`src/rtl/sprite_draw_param.sv`:
```
// Sprite overlay stage for the VGA bus chain: draws a WIDTH x HEIGHT sprite read
// from an external synchronous ROM at a position latched once per frame.
module sprite_draw_param #(
  parameter int WIDTH  = 75,
  parameter int HEIGHT = 89,
  parameter int ADDR_W = 14,
  parameter int PIX_W  = 4,
  parameter logic [PIX_W-1:0] TRANSP_CODE = '0,
  parameter logic [PIX_W-1:0] HI_CODE     = 4'hF,
  parameter logic [11:0] COLOR_HI = 12'hFFF,
  parameter logic [11:0] COLOR_LO = 12'hF00,
  // Bus layout, MSB first: hcount[10:0], hs, hblnk, vcount[10:0], vs, vblnk, rgb[11:0]
  localparam int VGA_BUS_SIZE = 38
) (
  input  logic                    pclk,
  input  logic                    rst,
  input  logic [11:0]             xpos,
  input  logic [11:0]             ypos,
  input  logic                    mirror,
  input  logic                    enable,
  input  logic [VGA_BUS_SIZE-1:0] vga_in,
  output logic [VGA_BUS_SIZE-1:0] vga_out,
  input  logic [PIX_W-1:0]        rgb_pixel,
  output logic [ADDR_W-1:0]       pixel_addr
);

  localparam int HC_MSB = 37;
  localparam int HC_LSB = 27;
  localparam int HB_BIT = 25;
  localparam int VC_MSB = 24;
  localparam int VC_LSB = 14;
  localparam int VB_BIT = 12;

  logic [11:0] xl_reg, yl_reg;
  logic        ml_reg, el_reg;
  logic        vblnk_prev_reg;

  logic [VGA_BUS_SIZE-1:0] bus1_reg, bus2_reg, vga_out_reg;
  logic                    hit1_reg, hit2_reg;
  logic [ADDR_W-1:0]       pixel_addr_reg, pixel_addr_next;

  logic [12:0] hc13, vc13, x13, y13, x_end, y_end, col, row, colm;
  logic [ADDR_W-1:0] row_a, colm_a;
  logic        hit0;
  logic        frame_latch;
  logic [11:0] rgb_next;
  logic        blank2;

  assign frame_latch = vga_in[VB_BIT] & ~vblnk_prev_reg;

  // 13-bit arithmetic keeps xl/yl near 4095 from wrapping back onto column/row 0.
  always_comb begin
    hc13  = {2'b00, vga_in[HC_MSB:HC_LSB]};
    vc13  = {2'b00, vga_in[VC_MSB:VC_LSB]};
    x13   = {1'b0, xl_reg};
    y13   = {1'b0, yl_reg};
    x_end = x13 + 13'(WIDTH);
    y_end = y13 + 13'(HEIGHT);
    hit0  = el_reg & ~vga_in[HB_BIT] & ~vga_in[VB_BIT]
          & (hc13 >= x13) & (hc13 < x_end)
          & (vc13 >= y13) & (vc13 < y_end);
    col   = hc13 - x13;
    row   = vc13 - y13;
    colm  = ml_reg ? (13'(WIDTH - 1) - col) : col;
    row_a  = ADDR_W'(row);
    colm_a = ADDR_W'(colm);
    pixel_addr_next = pixel_addr_reg;
    if (hit0) begin
      pixel_addr_next = row_a * ADDR_W'(WIDTH) + colm_a;
    end
  end

  always_comb begin
    blank2   = bus2_reg[HB_BIT] | bus2_reg[VB_BIT];
    rgb_next = bus2_reg[11:0];
    if (!blank2 && hit2_reg && (rgb_pixel != TRANSP_CODE)) begin
      rgb_next = (rgb_pixel == HI_CODE) ? COLOR_HI : COLOR_LO;
    end
  end

  always_ff @(posedge pclk) begin
    if (rst) begin
      xl_reg         <= '0;
      yl_reg         <= '0;
      ml_reg         <= 1'b0;
      el_reg         <= 1'b0;
      vblnk_prev_reg <= 1'b0;
      bus1_reg       <= '0;
      bus2_reg       <= '0;
      hit1_reg       <= 1'b0;
      hit2_reg       <= 1'b0;
      pixel_addr_reg <= '0;
      vga_out_reg    <= '0;
    end else begin
      vblnk_prev_reg <= vga_in[VB_BIT];
      if (frame_latch) begin
        xl_reg <= xpos;
        yl_reg <= ypos;
        ml_reg <= mirror;
        el_reg <= enable;
      end
      bus1_reg       <= vga_in;
      bus2_reg       <= bus1_reg;
      hit1_reg       <= hit0;
      hit2_reg       <= hit1_reg;
      pixel_addr_reg <= pixel_addr_next;
      vga_out_reg    <= {bus2_reg[VGA_BUS_SIZE-1:12], rgb_next};
    end
  end

  assign vga_out    = vga_out_reg;
  assign pixel_addr = pixel_addr_reg;

endmodule

```
`config.mk`:
```
export PLATFORM = sky130hd
export DESIGN_NAME = sprite_draw_param
export DESIGN_NICKNAME = d
export VERILOG_FILES = /design/src/rtl/sprite_draw_param.sv
export SDC_FILE = /design/constraint.sdc
export NUM_CORES = 1
export LEC_CHECK = 0
export CORE_ASPECT_RATIO = 0.5
export CORE_UTILIZATION = 61
export CTS_BUF_LIST = sky130_fd_sc_hd__clkbuf_4 sky130_fd_sc_hd__clkbuf_8
export DETAILED_ROUTE_END_ITERATION = 6
export PLACE_DENSITY = 0.9
export SLEW_MARGIN = 10
export SYNTH_ARGS = -nofsm -noshare
export SYNTH_HDL_FRONTEND = slang
export SYNTH_SLANG_ARGS = --single-unit
export TNS_END_PERCENT = 30
```
`constraint.sdc`:
```
create_clock -name pclk -period 20.8 [get_ports pclk]
set_clock_uncertainty 0.15 [all_clocks]
set_input_delay 4.16 -clock pclk [delete_from_list [all_inputs] [get_ports pclk]]
set_output_delay 4.16 -clock pclk [all_outputs]
set_load 0.1 [all_outputs]
```
==> impl_metrics.toml, run 1 <==
[setup_path]
worstPathRequired_ns = 21.02
cp-start-kind = "primary input"
path_max_fanout = 4
critPathArrivalTime_ns = 10.17
critical_path_class = "primary input to flip-flop"
reg2reg_slack_ns = 14.61
endpoint_kind = "flip-flop"
slowest_delay_ns = 0.57
slowest_stage = "a2111oi_0"

[synth]
yosysWarnings = 0
synth.net_count = 1089
seq_area_frac_synth = 0.376
async_flop_share = 0
synth_xor_area_frac = 0.0590
synthesis.area_sq_mm = 0.00831
avgSynthCellArea_sq_um = 9.19
synth_ff_type = "dfxtp_1"
synth-simple-area-share = 0.175
synth_edf_count = 0
muxShareOfSynthArea = 0.0169
ys_ff_latch = 156
synth_fa_ha_area_frac = 0.199
synth_top_family_by_area = "adder cells"
synth_compound_area_frac = 0.114
synth_cell_type_count = 56
synthCells = 904

[timing]
fmax_ghz = 0.101
postLayoutSetupSlackWorst_ns = 10.85
maxSlewHeadroom = 0.261
drv_slew = 0
min_period_over_period = 0.478
setup_violations = 0
rsz0062_at_grt = "no"
worstMarginPinSlew_ns = 1.11
hold_ws_ns = 0.275
tns_ns = 0
hold_viol = 0
period_needed_ns = 9.95

[status]
status = "finished, final reports clean"

[clock_network]
clk_latency_ns = 0.46
cts_tree = "yes"
clockBufferDepth = 2
post-cts-setup-buffer-count = 0
cts_sinks = 156
cts_root_buffer = "clkbuf_8"
cts_resized = 0
cts-htree-levels = 4
clk_transition_reported_paths_ns = 0.10
cts_made_buffers = 17
cts_hold_buf = 0

[place]
io_buffers = 121
dp_cells = 1171
post-place-ws_ns = 10.49
dp_hpwl_mm = 13.5
placed_area_sq_mm = 0.00966
gp_congestion = 0.903

[routing]
vias = 6453
dr.first_iter.drc_count = 570
antenna_left = 0
drc_errors = 0
routed_via_density = 5.36
first_pass_iters = 6
wire_per_inst_microns = 15.3
wl_mm = 18.4

[finish]
drive_gt1_frac = 0.0484
final_area_sq_mm = 0.0101
area_delta_synth_final_pct = 21.7
diodes = 0
final_common_cell = "dfxtp_1"
instances_no_fill = 1203
mostFrequentLayoutCells = "156 x dfxtp_1, 120 x clkdlybuf4s50_1, 109 x nor2b_1"
final_core_util = 0.779
fin_nets = 1205

[floorplanning]
design.portCount = 122
placementRows = 29
fp.dieW_microns = 167
dieArea_sq_mm = 0.0141
coreArea_sq_mm = 0.0130
die_h_microns = 84.5
initial_core_util = 0.640

[global_route]
grt_start_max_net_pins = 98
grt_pass1_vias = 6435
antenna_found_initial = 0
grt_pass1_wl_mm = 30.7
grt_usage = 0.274
overflow = 0

[power_and_ir_drop]
ir_drop_v = 0.000213
power.total_mw = 1.29
p_leak_nw = 4.18
power_density_mw_per_mm2 = 128

[worst_hold_path]
min_path_type = "flip-flop to flip-flop"

[job]
maxCapViolations = 0
-- synthesized netlist by cell type, types with 2 or more instances --
cell type	n	area [sq um]
dfxtp_1	156	3120
nor2b_1	109	682
inv_1	100	375
ha_1	86	1080
nand2_1	86	323
a21oi_1	68	340
xnor2_1	43	377
nor2_1	36	135
fa_1	29	581
clkbuf_1	23	86.3
mux2i_1	14	140
o21ai_0	13	65.1
xor2_1	13	114
a21o_1	11	82.6
nand3_1	11	55.1
o21ai_1	11	55.1
nor3_1	9	45.0
o21a_1	8	60.1
a211oi_1	7	52.6
nand2b_1	6	37.5
o31ai_1	5	37.5
or2_2	5	31.3
o211ai_1	4	30.0
or3_1	4	25.0
a21boi_0	3	22.5
or4_1	3	22.5
a21oi_2	2	17.5
a31oi_1	2	12.5
and2_1	2	12.5
and4_1	2	17.5
buf_1	2	7.51
clkinv_1	2	7.51
nand4_1	2	12.5
nor3b_1	2	15.0
nor4b_1	2	17.5
o31a_1	2	17.5
o41ai_1	2	17.5
-- path summary, 6_finish.rpt --
path / start / to / cells after the start
worst max-delay path: vga_in[27] / pixel_addr[13] / 26
worst min-delay path: bus2_reg[10] / vga_out[10] / 2
worst min register to register: bus2_reg[10] / vga_out[10] / 2
worst max register to register: xl_reg[0] / pixel_addr[13] / 24
-- power by group --
part | leakage [nW] | switching [mW] | internal (mW)
Sequential | 1.28 | 0.00631 | 0.310
Combinational | 2.67 | 0.399 | 0.314
Clock | 0.231 | 0.134 | 0.127
Total | 4.18 | 0.539 | 0.752
-- layout make-up --
cell class	count	area (sq um)
flip-flops and latches	156	3120
fillers	849	2880
well taps	170	213
clock buffers	18	241
repair buffers	124	1230
clock inverters	14	216
inverters	103	387
multi-input cells	618	4700
-- per-layer routing --
layer | up-vias | global-route usage | share of wire
met1 | 3019 | 0.340 | 0.44
met4 | 0 | 0.0926 | 0.023
li1 | 3186 | - | -
met3 | 43 | 0.0561 | 0.053
met2 | 205 | 0.479 | 0.48
met5 | - | 0 | 0
-- cell families (layout without fill, tap and decap cells) --
family                   count (synthesis)  after routing
multiplexers                            14             14
buffers and inverters                  130            259
AO/OA/AOI/OAI                          151            151
XOR/XNOR                                56             56
adder cells (fa/ha/maj)                115            115
flip-flops                             156            156
AND/OR/NAND/NOR                        282            282
-- worst max-delay path, delay by kind of cell --
kind / cells / cell delay (ns)
AND/OR/NAND/NOR: 2 / 0.28
AO/OA/AOI/OAI: 10 / 2.25
buffers and inverters: 5 / 0.69
XOR/XNOR: 3 / 0.54
adder cells (fa/ha/maj): 6 / 2.25
No activity file was read; power rests on OpenSTA's default activity.
==> run 2: changes to the inputs <==
--- a/config.mk
+++ b/config.mk
@@ -6,10 +6,10 @@
 export NUM_CORES = 1
 export LEC_CHECK = 0
 export CORE_ASPECT_RATIO = 0.5
-export CORE_UTILIZATION = 61
+export CORE_UTILIZATION = 57
 export CTS_BUF_LIST = sky130_fd_sc_hd__clkbuf_4 sky130_fd_sc_hd__clkbuf_8
 export DETAILED_ROUTE_END_ITERATION = 6
-export PLACE_DENSITY = 0.9
+export PLACE_DENSITY = 0.85
 export SLEW_MARGIN = 10
 export SYNTH_ARGS = -nofsm -noshare
 export SYNTH_HDL_FRONTEND = slang
==> constraint.sdc (replaced) <==
create_clock -name pclk -period 9.8 [get_ports pclk]
set_clock_uncertainty 0.15 [all_clocks]
set_input_delay 1.96 -clock pclk [delete_from_list [all_inputs] [get_ports pclk]]
set_output_delay 1.96 -clock pclk [all_outputs]
set_load 0.1 [all_outputs]
==> run 2 against run 1 <==
  * Sequential share of layout area is essentially flat
  * Via count decreased by 2.0%
  * Setup slack worse by 8.9 ns
  * Total power up 110%
  * First-iteration DRC count shrank 14%
  * Sequential power grew 110%
  * Critical path depth is the same
  * Design area about the same
  * Wire length down 2.9%
  * Combinational power grew 110%
  * Non-clock buffer count unchanged
  * Count of clock-buffer cells in the layout fell by 1
  * Critical endpoint unchanged
  * Largest power group unchanged
==> impl_metrics.toml, run 2 (synthesis gave the netlist of run 1 again) <==
[setup_path]
slowest_delay_ns = 0.64
reg2reg_slack_ns = 3.52
worstPathRequired_ns = 10.00
critical_path_class = "primary input to flip-flop"
critPathArrivalTime_ns = 8.06
endpoint_kind = "flip-flop"
crit_end = "pixel_addr[13]"
reg2regPathDepth = 24
slowest_stage = "a2111oi_0"
crit_path_start = "vga_in[27]"
r2r_start = "xl_reg[0]"
r2r-end = "pixel_addr[13]"
path_max_fanout = 4
cp-start-kind = "primary input"

[finish]
regArea_sq_mm = 0.00312
final_core_util = 0.728
fin_nets = 1205
final_common_cell = "dfxtp_1"
n_fill_cell = 1024
mostFrequentLayoutCells = "156 x dfxtp_1, 120 x clkdlybuf4s50_1, 109 x nor2b_1"
final_area_sq_mm = 0.0101
multi_input_area_sq_mm = 0.00470
area_delta_synth_final_pct = 21.7
drive_gt1_frac = 0.0484
diodes = 0
instances_no_fill = 1225

[routing]
first_pass_iters = 5
met2_length_mm = 8.42
wire_per_inst_microns = 14.5
wl_mm = 17.8
antenna_left = 0
top_layer = "met4"
vias = 6322
met1_length_mm = 8.28
drc_errors = 0
met3WireLength_microns = 788
dr.first_iter.drc_count = 492
routed_via_density = 5.16

[status]
status = "finished, final reports clean"

[global_route]
grt_start_max_net_pins = 112
antenna_found_initial = 0
grt_pass1_vias = 6216
grt_usage = 0.251
overflow = 0
grt_pass1_wl_mm = 29.8

[clock_network]
cts_hold_buf = 0
cts_sinks = 156
cts_made_buffers = 17
cts-htree-levels = 4
cts_resized = 0
clk_transition_reported_paths_ns = 0.10
clk_latency_ns = 0.44
clockBufferDepth = 2
cts_tree = "yes"
cts_root_buffer = "clkbuf_8"
post-cts-setup-buffer-count = 0

[power_and_ir_drop]
power_density_mw_per_mm2 = 266
p_leak_nw = 4.16
ir_drop_v = 0.000496

[timing]
rsz0062_at_grt = "no"
tns_ns = 0
drv_slew = 0
hold_viol = 0
postLayoutSetupSlackWorst_ns = 1.94
worstMarginPinSlew_ns = 1.05
fmax_ghz = 0.127
maxSlewHeadroom = 0.297
min_period_over_period = 0.802
setup_violations = 0
period_needed_ns = 7.86

[job]
maxCapViolations = 0

[worst_hold_path]
min_path_type = "flip-flop to flip-flop"

[floorplanning]
initial_core_util = 0.598
design.portCount = 122
dieArea_sq_mm = 0.0151
placementRows = 30
coreArea_sq_mm = 0.0139
fp.dieW_microns = 173
die_h_microns = 87.4

[place]
placed_area_sq_mm = 0.00968
dp_cells = 1193
io_buffers = 121
dp_hpwl_mm = 13.5
post-place-ws_ns = 1.57
gp_congestion = 0.929
## run 2: cell count changes in the layout (fill, tap and decap cells not counted)
cell / change
clkinv_2: +1
clkinvlp_4: +1
bufinv_16: -1
inv_8: +1
inv_6: -1
clkinv_4: +1
clkinv_8: -1
clkbuf_4: -1
## run 2: final cells by class
class | instances | area share
Timing Repair Buffer | 124 | 0.122
Tap cell | 192 | 0.0238
Clock buffer | 17 | 0.0231
Clock inverter | 15 | 0.0192
Sequential cell | 156 | 0.309
Inverter | 103 | 0.0382
Multi-Input combinational cell | 618 | 0.465
## run 2: worst min path at each step
stage,startpoint,to,depth (start not counted)
after global placement,bus1_reg[13],bus2_reg[13],1
after CTS,bus2_reg[10],vga_out[10],2
final,bus2_reg[10],vga_out[10],2
after floorplan,bus2_reg[10],vga_out[10],2
after global routing,bus2_reg[5],vga_out[5],2
after detailed placement,bus2_reg[8],vga_out[8],2
## run 2: worst max-delay path: cells and delay by family
kind	cells	cell delay (ns)
compound gates	10	2.35
fa+ha+maj	6	2.27
buf+inv	5	0.69
xor+xnor	3	0.54
simple gates	2	0.25
## run 2: power by group
group          switching, mW  internal (mW)  total (mW)
logic                  0.833          0.668        1.50
clock network          0.278          0.241       0.518
registers             0.0132          0.659       0.672
total                   1.12           1.57        2.69
## run 2: layer usage
metal	vias to the layer above	global-route usage
li1	3186	-
met1	2931	0.313
met2	172	0.442
met3	33	0.0528
met4	0	0.0748
met5	-	0
## run 2: metrics by stage
step                      hold WS (ns)  total power, mW
after floorplan                  0.261             1.86
after global routing             0.288             2.95
final                            0.284             2.69
after detailed placement         0.272             2.16
after CTS                        0.280             2.70
after global placement           0.267             2.11
==> run 3: changes to the inputs <==
--- a/config.mk
+++ b/config.mk
@@ -6,10 +6,10 @@
 export NUM_CORES = 1
 export LEC_CHECK = 0
 export CORE_ASPECT_RATIO = 0.5
-export CORE_UTILIZATION = 57
+export CORE_UTILIZATION = 51
 export CTS_BUF_LIST = sky130_fd_sc_hd__clkbuf_4 sky130_fd_sc_hd__clkbuf_8
 export DETAILED_ROUTE_END_ITERATION = 6
-export PLACE_DENSITY = 0.85
+export PLACE_DENSITY = 0.81
 export SLEW_MARGIN = 10
 export SYNTH_ARGS = -nofsm -noshare
 export SYNTH_HDL_FRONTEND = slang
==> constraint.sdc (replaced) <==
create_clock -name pclk -period 7 [get_ports pclk]
set_clock_uncertainty 0.15 [all_clocks]
set_input_delay 1.4 -clock pclk [delete_from_list [all_inputs] [get_ports pclk]]
set_output_delay 1.4 -clock pclk [all_outputs]
set_load 0.1 [all_outputs]
==> run 3 against run 2 <==
  * Clock power grew 24%
  * Utilization shrank 4.8 points
  * Critical path depth shrank 4
  * Non-clock buffer count grew 61
  * Wire length grew 4.9%
  * First-iteration DRC count shrank 13%
==> impl_metrics.toml, run 3 (synthesis gave the netlist of run 1 again) <==
[status]
status = "finished, final reports clean"

[finish]
final_common_cell = "dfxtp_1"
drive_gt1_frac = 0.116
instances_no_fill = 1315
mostFrequentLayoutCells = "156 x dfxtp_1, 119 x clkdlybuf4s50_1, 109 x nor2b_1"
area_delta_synth_final_pct = 28.1
fin_nets = 1266
diodes = 0
final_area_sq_mm = 0.0107

[floorplanning]
die_h_microns = 92.3
initial_core_util = 0.531
fp.dieW_microns = 183
design.portCount = 122
placementRows = 32
dieArea_sq_mm = 0.0168
coreArea_sq_mm = 0.0157

[timing]
period_needed_ns = 6.72
maxSlewHeadroom = 0.314
rsz0062_at_grt = "yes"
worstMarginPinSlew_ns = 1.03
min_period_over_period = 0.961
setup_violations = 0
postLayoutSetupSlackWorst_ns = 0.275
hold_viol = 0
drv_slew = 0
fmax_ghz = 0.149
hold_ws_ns = 0.290

[routing]
drc_errors = 0
dr.first_iter.drc_count = 428
first_pass_iters = 5
antenna_left = 0
routed_via_density = 5.05
wire_per_inst_microns = 14.2
vias = 6643
wl_mm = 18.7

[setup_path]
slowest_delay_ns = 0.50
worstPathRequired_ns = 7.22
critical_path_class = "primary input to flip-flop"
crit_chain = "clkdlybuf4s50_1, fa_2, a21o_1, a21oi_2, o21ai_2, a2111oi_4, or3_4, xnor2_2, nand4_1, o311a_1, a311oi_4, fa_1, fa_1, fa_2, xnor2_2, xnor2_1, xnor2_1, xnor2_1, xnor2_1, xnor2_1, xnor2_1, a211oi_1"
path_max_fanout = 3
r2r_start = "xl_reg[0]"
endpoint_kind = "flip-flop"
slowest_stage = "fa_1"
cpMostUsedCell = "xnor2_1"
crit_path_start = "vga_in[28]"
critPathArrivalTime_ns = 6.94
cp-start-kind = "primary input"

[place]
post-place-ws_ns = -0.497
placed_area_sq_mm = 0.0102
dp_hpwl_mm = 14.4
io_buffers = 121
gp_congestion = 0.889
dp_cells = 1283

[clock_network]
cts-htree-levels = 4
clk_transition_reported_paths_ns = 0.10
clk_latency_ns = 0.44
cts_sinks = 156
cts_root_buffer = "clkbuf_8"
cts_made_buffers = 17
clockBufferDepth = 2
cts_tree = "yes"

[global_route]
grt_start_max_net_pins = 104
grt_pass1_wl_mm = 30.1
overflow = 0
antenna_found_initial = 0
grt_usage = 0.226
grt_pass1_vias = 6418

[power_and_ir_drop]
power.total_mw = 4.14
power_density_mw_per_mm2 = 388
ir_drop_v = 0.000557
p_leak_nw = 4.46

[worst_hold_path]
min_path_type = "flip-flop to flip-flop"
hp-start = "bus2_reg[9]"

[job]
maxCapViolations = 0
run 3: what timing repair did:
| item | CTS | global route |
|---|---|---|
| pin swaps | 0 | 11 |
| hold buffers | 0 | 0 |
| endpoints found under the setup margin | 1 | 4 |
| resized for setup | 1 | 19 |
| buffers inserted | 0 | 0 |
run 3: area by class of cell:
type	instances	area, sq um
Multi-Input combinational cell	618	4800
Fill cell	1236	5000
Inverter	103	387
Tap cell	221	277
Clock inverter	14	129
Clock buffer	18	241
Sequential cell	156	3120
Timing Repair Buffer	185	1690
run 3: final timing paths:
path	endpoint	slack (ns)	cells past startpoint
worst max register to register	pixel_addr[13]	1.07	23
worst min register to register	vga_out[9]	0.29	2
worst min-delay path	vga_out[9]	0.29	2
worst max-delay path	pixel_addr[13]	0.28	22
run 3: power by group:
part / total [mW] / internal, mW / switching (mW)
Clock: 0.641 / 0.265 / 0.376
Sequential: 0.940 / 0.922 / 0.0179
Combinational: 2.56 / 1.27 / 1.29
Total: 4.14 / 2.46 / 1.68
run 3: per-stage QoR:
| step | util | TNS (ns) |
|---|---|---|
| after global placement | 0.650 | -0.815 |
| final | 0.680 | 0 |
| after CTS | 0.674 | 0 |
| after detailed placement | 0.650 | -1.46 |
| after global routing | 0.680 | -0.0154 |
| after floorplan | - | 0 |
run 3: metal layers:
metal / wire [microns] / part of all wire / global-route usage
met3: 952 / 0.051 / 0.0405
met1: 8370 / 0.45 / 0.286
met5: 0 / 0 / 0
met2: 8870 / 0.47 / 0.383
met4: 505 / 0.027 / 0.0910
run 3: critical path, delay by kind of cell:
kind / cells / cell delay, ns
xor+xnor: 8 / 1.10
simple gates: 2 / 0.34
compound gates: 7 / 1.76
fa+ha+maj: 4 / 1.85
buf+inv: 1 / 0.49
